**src/rtl/alu_mc.sv**
```systemverilog
// Multi-cycle ALU with registered valid/ready result; optional iterative
// shift-add multiplier is compiled in when ALU_MUL_EN is defined.
module alu_mc #(
    parameter int WIDTH   = 64,
    parameter int SHAMT_W = $clog2(WIDTH)
) (
    input  logic             clk,
    input  logic             rst_n,
    input  logic             in_valid,
    output logic             in_ready,
    input  logic [3:0]       op,
    input  logic [WIDTH-1:0] a,
    input  logic [WIDTH-1:0] b,
    output logic             out_valid,
    input  logic             out_ready,
    output logic [WIDTH-1:0] result,
    output logic             zero,
    output logic             err
);

    // Handshake: a request transfers on in_valid && in_ready at a rising edge,
    // a result transfers on out_valid && out_ready; result/zero/err hold while
    // out_valid && !out_ready, and the requester holds its inputs until accepted.

    localparam logic [3:0] OP_AND  = 4'b0000;
    localparam logic [3:0] OP_OR   = 4'b0001;
    localparam logic [3:0] OP_ADD  = 4'b0010;
    localparam logic [3:0] OP_XOR  = 4'b0011;
    localparam logic [3:0] OP_SLL  = 4'b0100;
    localparam logic [3:0] OP_SRL  = 4'b0101;
    localparam logic [3:0] OP_SUB  = 4'b0110;
    localparam logic [3:0] OP_SLT  = 4'b0111;
    localparam logic [3:0] OP_SLTU = 4'b1000;
    localparam logic [3:0] OP_NOR  = 4'b1100;
    localparam logic [3:0] OP_SRA  = 4'b1101;

    logic [SHAMT_W-1:0] shamt;
    logic [WIDTH-1:0]   alu_res;
    logic               alu_err;
    logic               accept;
    logic               is_mul;
    logic               load_single;
    logic               wr_en;
    logic [WIDTH-1:0]   wr_res;
    logic               wr_err;

    assign shamt  = b[SHAMT_W-1:0];
    assign accept = in_valid && in_ready;

    always_comb begin
        alu_res = '0;
        alu_err = 1'b0;
        case (op)
            OP_AND:  alu_res = a & b;
            OP_OR:   alu_res = a | b;
            OP_ADD:  alu_res = a + b;
            OP_XOR:  alu_res = a ^ b;
            OP_SLL:  alu_res = a << shamt;
            OP_SRL:  alu_res = a >> shamt;
            OP_SUB:  alu_res = a - b;
            OP_SLT:  alu_res = {{(WIDTH-1){1'b0}}, ($signed(a) < $signed(b))};
            OP_SLTU: alu_res = {{(WIDTH-1){1'b0}}, (a < b)};
            OP_NOR:  alu_res = ~(a | b);
            OP_SRA:  alu_res = $signed(a) >>> shamt;
            default: alu_err = 1'b1;
        endcase
    end

`ifdef ALU_MUL_EN
    localparam logic [3:0]         OP_MUL   = 4'b1010;
    localparam logic [SHAMT_W-1:0] CNT_LAST = SHAMT_W'(WIDTH - 1);

    typedef enum logic {
        IDLE = 1'b0,
        MUL  = 1'b1
    } state_t;

    state_t             state;
    state_t             state_nxt;
    logic               mul_start;
    logic               mul_done;
    logic [WIDTH-1:0]   a_reg;
    logic [WIDTH-1:0]   b_reg;
    logic [WIDTH-1:0]   acc;
    logic [WIDTH-1:0]   acc_nxt;
    logic [SHAMT_W-1:0] cnt;

    assign is_mul  = (op == OP_MUL);
    assign acc_nxt = b_reg[0] ? (acc + a_reg) : acc;

    always_ff @(posedge clk or negedge rst_n) begin
        if (!rst_n) begin
            state <= IDLE;
        end else begin
            state <= state_nxt;
        end
    end

    always_comb begin
        state_nxt = state;
        case (state)
            IDLE:    if (accept && is_mul) state_nxt = MUL;
            MUL:     if (cnt == CNT_LAST)  state_nxt = IDLE;
            default: state_nxt = IDLE;
        endcase
    end

    always_comb begin
        in_ready  = rst_n && (state == IDLE) && (!out_valid || out_ready);
        mul_start = in_valid && in_ready && is_mul;
        mul_done  = (state == MUL) && (cnt == CNT_LAST);
    end

    // One shift-add step per cycle; b_reg is consumed LSB first.
    always_ff @(posedge clk or negedge rst_n) begin
        if (!rst_n) begin
            a_reg <= '0;
            b_reg <= '0;
            acc   <= '0;
            cnt   <= '0;
        end else if (mul_start) begin
            a_reg <= a;
            b_reg <= b;
            acc   <= '0;
            cnt   <= '0;
        end else if (state == MUL) begin
            acc   <= acc_nxt;
            a_reg <= a_reg << 1;
            b_reg <= b_reg >> 1;
            cnt   <= cnt + SHAMT_W'(1);
        end
    end
`else
    assign is_mul   = 1'b0;
    assign in_ready = rst_n && (!out_valid || out_ready);
`endif

    assign load_single = accept && !is_mul;

    always_comb begin
        wr_en  = load_single;
        wr_res = alu_res;
        wr_err = alu_err;
`ifdef ALU_MUL_EN
        if (mul_done) begin
            wr_en  = 1'b1;
            wr_res = acc_nxt;
            wr_err = 1'b0;
        end
`endif
    end

    // A write wins over a drain in the same cycle, so out_valid stays set.
    always_ff @(posedge clk or negedge rst_n) begin
        if (!rst_n) begin
            out_valid <= 1'b0;
            result    <= '0;
            zero      <= 1'b0;
            err       <= 1'b0;
        end else if (wr_en) begin
            out_valid <= 1'b1;
            result    <= wr_res;
            zero      <= (wr_res == '0);
            err       <= wr_err;
        end else if (out_ready) begin
            out_valid <= 1'b0;
        end
    end

endmodule

```
**config.mk**
```make
export PLATFORM = sky130hd
export DESIGN_NAME = alu_mc
export DESIGN_NICKNAME = d
export VERILOG_FILES = /design/src/rtl/alu_mc.sv
export SDC_FILE = /design/constraint.sdc
export NUM_CORES = 1
export LEC_CHECK = 0
export ABC_AREA = 1
export CAP_MARGIN = 20
export CORE_MARGIN = 1.5
export CORE_UTILIZATION = 25
export DETAILED_ROUTE_END_ITERATION = 6
export GPL_TIMING_DRIVEN = 0
export SYNTH_ARGS = -nofsm -noshare
export SYNTH_HDL_FRONTEND = slang
export SYNTH_SLANG_ARGS = --single-unit
```
**constraint.sdc**
```tcl
create_clock -name clk -period 3.4 [get_ports clk]
set_clock_uncertainty 0.05 [all_clocks]
set_input_delay 0.68 -clock clk [delete_from_list [all_inputs] [get_ports clk]]
set_output_delay 0.68 -clock clk [all_outputs]
set_load 0.05 [all_outputs]
```
==> impl_results.md <==
* Mapped Area at 0.0269 mm²
* P_int at 3.71 mW
* Most common cell in the netlist: nand2_1
* Netlist cell types at 51
* Num CTS Buffers at 9
* Grt ovf at 0
* Tmin final at 3.83 ns
* Top-area cell type share of the netlist area at 29.7%
* Worst Hold Class: input port to asynchronous set/reset pin
* Peak supply drop at 0.172 mV
* Max-cap violations at 0
* Worst Slack Setup Final at -0.425 ns
* Pwr Density at 263 mW/mm²
* Worst path depth at 19
* Cell repeated most along the worst path: nand2_1
* Crit path DAT at 4.08 ns
* Crit end category: register
* CP Buf/Inv Count at 5
* Area after DPL at 0.0308 mm²
* GRT Overall Usage at 45.3%
* Status: complete, but fails checks
* Slew headroom at 12.1%
* Worst-path cell chain: buf_16 > inv_4 > buf_12 > buf_12 > clkdlybuf4s18_2 > nand3_1 > nand2_1 > nand2_1 > nand3_2 > nor2_1 > nor2_1 > nand4_1 > nor2_1 > nand2_1 > nor2_2 > nand2_2 > nor2_4 > nand3_2 > nand2_1
* Post-synth ARST share at 100%
* Sequential share of the synthesized area at 6.24%
* R2R cell count at 7
* Vias in the first global route at 37.9k
* Port bufs at 203
* Final Hold Viols at 0
* Area delta synth->final at 39.3%
* Final setup vio count at 5
* Seq. cell area at 0.00168 mm²
* Combinational share of power at 79.2%
* GPL Wtd Cong at 1.11
* Largest net degree at the start of global routing at 36
* Cts hold-fix bufs at 0
* I/O pin cnt at 204
* RSZ-0062 raised after global routing: yes
* Yosys reg bits at 67
* Fin. max-slew vios at 0
* Synth Warn # at 0
* Vias per cell at 5.78
* Critical setup path kind: input port to register
* Fraction of layout cells with a size suffix above 1 at 22.5%
* Layout fillers at 12.5k
* Post-route cell area at 0.0375 mm²
* Clk pwr share at 10.4%
* Reg power frac at 10.3%
* Syn Nets at 5899
* Worst setup SP type: input port
* Total number of vias at 42.4k
* Row count at 120
* Max incr delay on CP at 0.62 ns
* Initial Util at 25.2%
* Fin crit share at 113%
* Clock transition at path regs at 0.06 ns
* Slew @ Worst Pin at 1.32 ns
* DRC at 0
* Htree depth at 3
* Cell taking the most area after synthesis: nand2_1
* Core area at 0.107 mm²
* Initial drt markers at 6096
* First-pass GRT wire length at 333 mm
* Sw frac at 62.4%
* Drt pass-1 iters at 7
* CTS max path bufs at 2
* Remaining antenna violation count at 0
* CTS tree: done
* Area contributors post-synth: nand2_1, nand3_1, inv_1, ha_1, dfrtp_1
* Peak Freq at 0.261 GHz
* Fin cells at 7344
* Slowest-stage cell, CP: clkdlybuf4s18_2
* Clock sink count at 67
* Worst EP required at 3.66 ns
* DP Wirelength at 219 mm
* Die W at 331 µm
* Worst-skew pair later-pin latency at 0.37 ns
* Layout Nets at 6264
* Post-synth EDFFs at 0
* WL final at 257 mm
* Top post-synthesis cells by count: nand2_1, nand3_1, inv_1, nor2_1, ha_1
* Psw at 6.16 mW
* Total placed cells including tap cells at 7180
* Root buffer cell: clkbuf_16
* Die ar. at 0.110 mm²
* Worst path top cell family by delay: simple AND/OR/NAND/NOR gates
* Area of the multi-input gates at 0.0252 mm²
* Mapped Cells at 5568
* Crit path max fanout at 10
* Syn avg cell area at 4.83 µm²
* Main synth FF type: dfrtp_1
* Failing checks: setup timing
* Initial antenna violation count at 16
* Die H at 331 µm
* Wire per inst at 35.1 µm
* P_leak at 19.7 nW
* Setup TNS at -0.540 ns
layout by cell type (no fill, tap or decap), types with 63 or more instances in the layout:
cell type and count:
nand2_1 1836, buf_4 159, ha_1 173, nor2_1 206
nor2_2 117, dfrtp_1 67, nand3_1 910, nand2_2 232
o21ai_0 90, inv_1 740, nor2_4 119, nand2_4 63
nand3_2 103, clkdlybuf4s50_1 91, a21oi_1 118
cells by family after synthesis:
kind of cell	count (synthesis)	share of synthesized area, %
AO/OA/AOI/OAI	458	9.65
XOR/XNOR	8	0.261
adder cells (fa/ha/maj)	195	9.13
buffers and inverters	1074	15.9
flip-flops	67	6.24
multiplexers	1	0.0372
AND/OR/NAND/NOR	3765	58.8
power groups by stage:
stage | sequential [mW] | clock [mW] | combinational, mW
global route | 1.03 | 1.06 | 8.04
global placement | 1.03 | 0 | 6.23
finish | 1.02 | 1.03 | 7.82
detailed placement | 1.03 | 0 | 6.23
floorplan | 1.50 | 0 | 2.85
CTS | 1.02 | 1.03 | 6.89
state kept, by name (all words and copies together) (netlist names):
register   count
result        64
out_valid      1
zero           1
err            1
per-layer routing:
metal  up-vias  global-route usage (%)  share of wire [%]  wire length (µm)
li1      18400                       -                  -                 -
met1     20600                    63.8                 44            112000
met2      2896                    60.9                 38             96800
met3       530                    16.2                 13             34200
met4         8                    19.6                5.4             14000
met5         -                       0              0.019                50
per-stage QoR:
step	util (%)	hold slack [ns]	power [mW]	setup WS, ns
2_1_floorplan	-	0.334	4.35	0.0766
3_3_place_gp	28.7	0.416	7.26	-4.27
3_5_place_dp	28.8	0.418	7.26	-4.27
4_1_cts	32.5	0.239	8.95	-0.259
5_1_grt	35.0	0.271	10.1	-0.328
6_report	35.0	0.245	9.87	-0.425
layout make-up:
type	instances	area share, %
inverter	816	8.45
buffer	252	5.42
multi-input combinational	4427	67.1
sequential	67	4.48
clock inverter	5	0.140
antenna	3	0.0200
timing repair buffer	360	9.01
tap	1403	4.69
clock buffer	11	0.648
worst paths after layout:
kind / endpoint / from / slack (ns)
min in group clk: result[32] / result[32] / 0.43
max in group asynchronous: result[1] / rst_n / 2.48
worst max register to register: result[1] / out_valid / 0.82
worst min register to register: result[32] / result[32] / 0.43
worst min-delay path: result[31] / rst_n / 0.24
worst max-delay path: zero / b[3] / -0.43
timing repair:
action,4_1_cts,5_1_grt
setup buffers,69,79
pin swaps,84,161
gates cloned,0,2
endpoints found under the setup margin,65,35
resized for setup,1154,731
No activity file was read; power rests on OpenSTA's default activity.
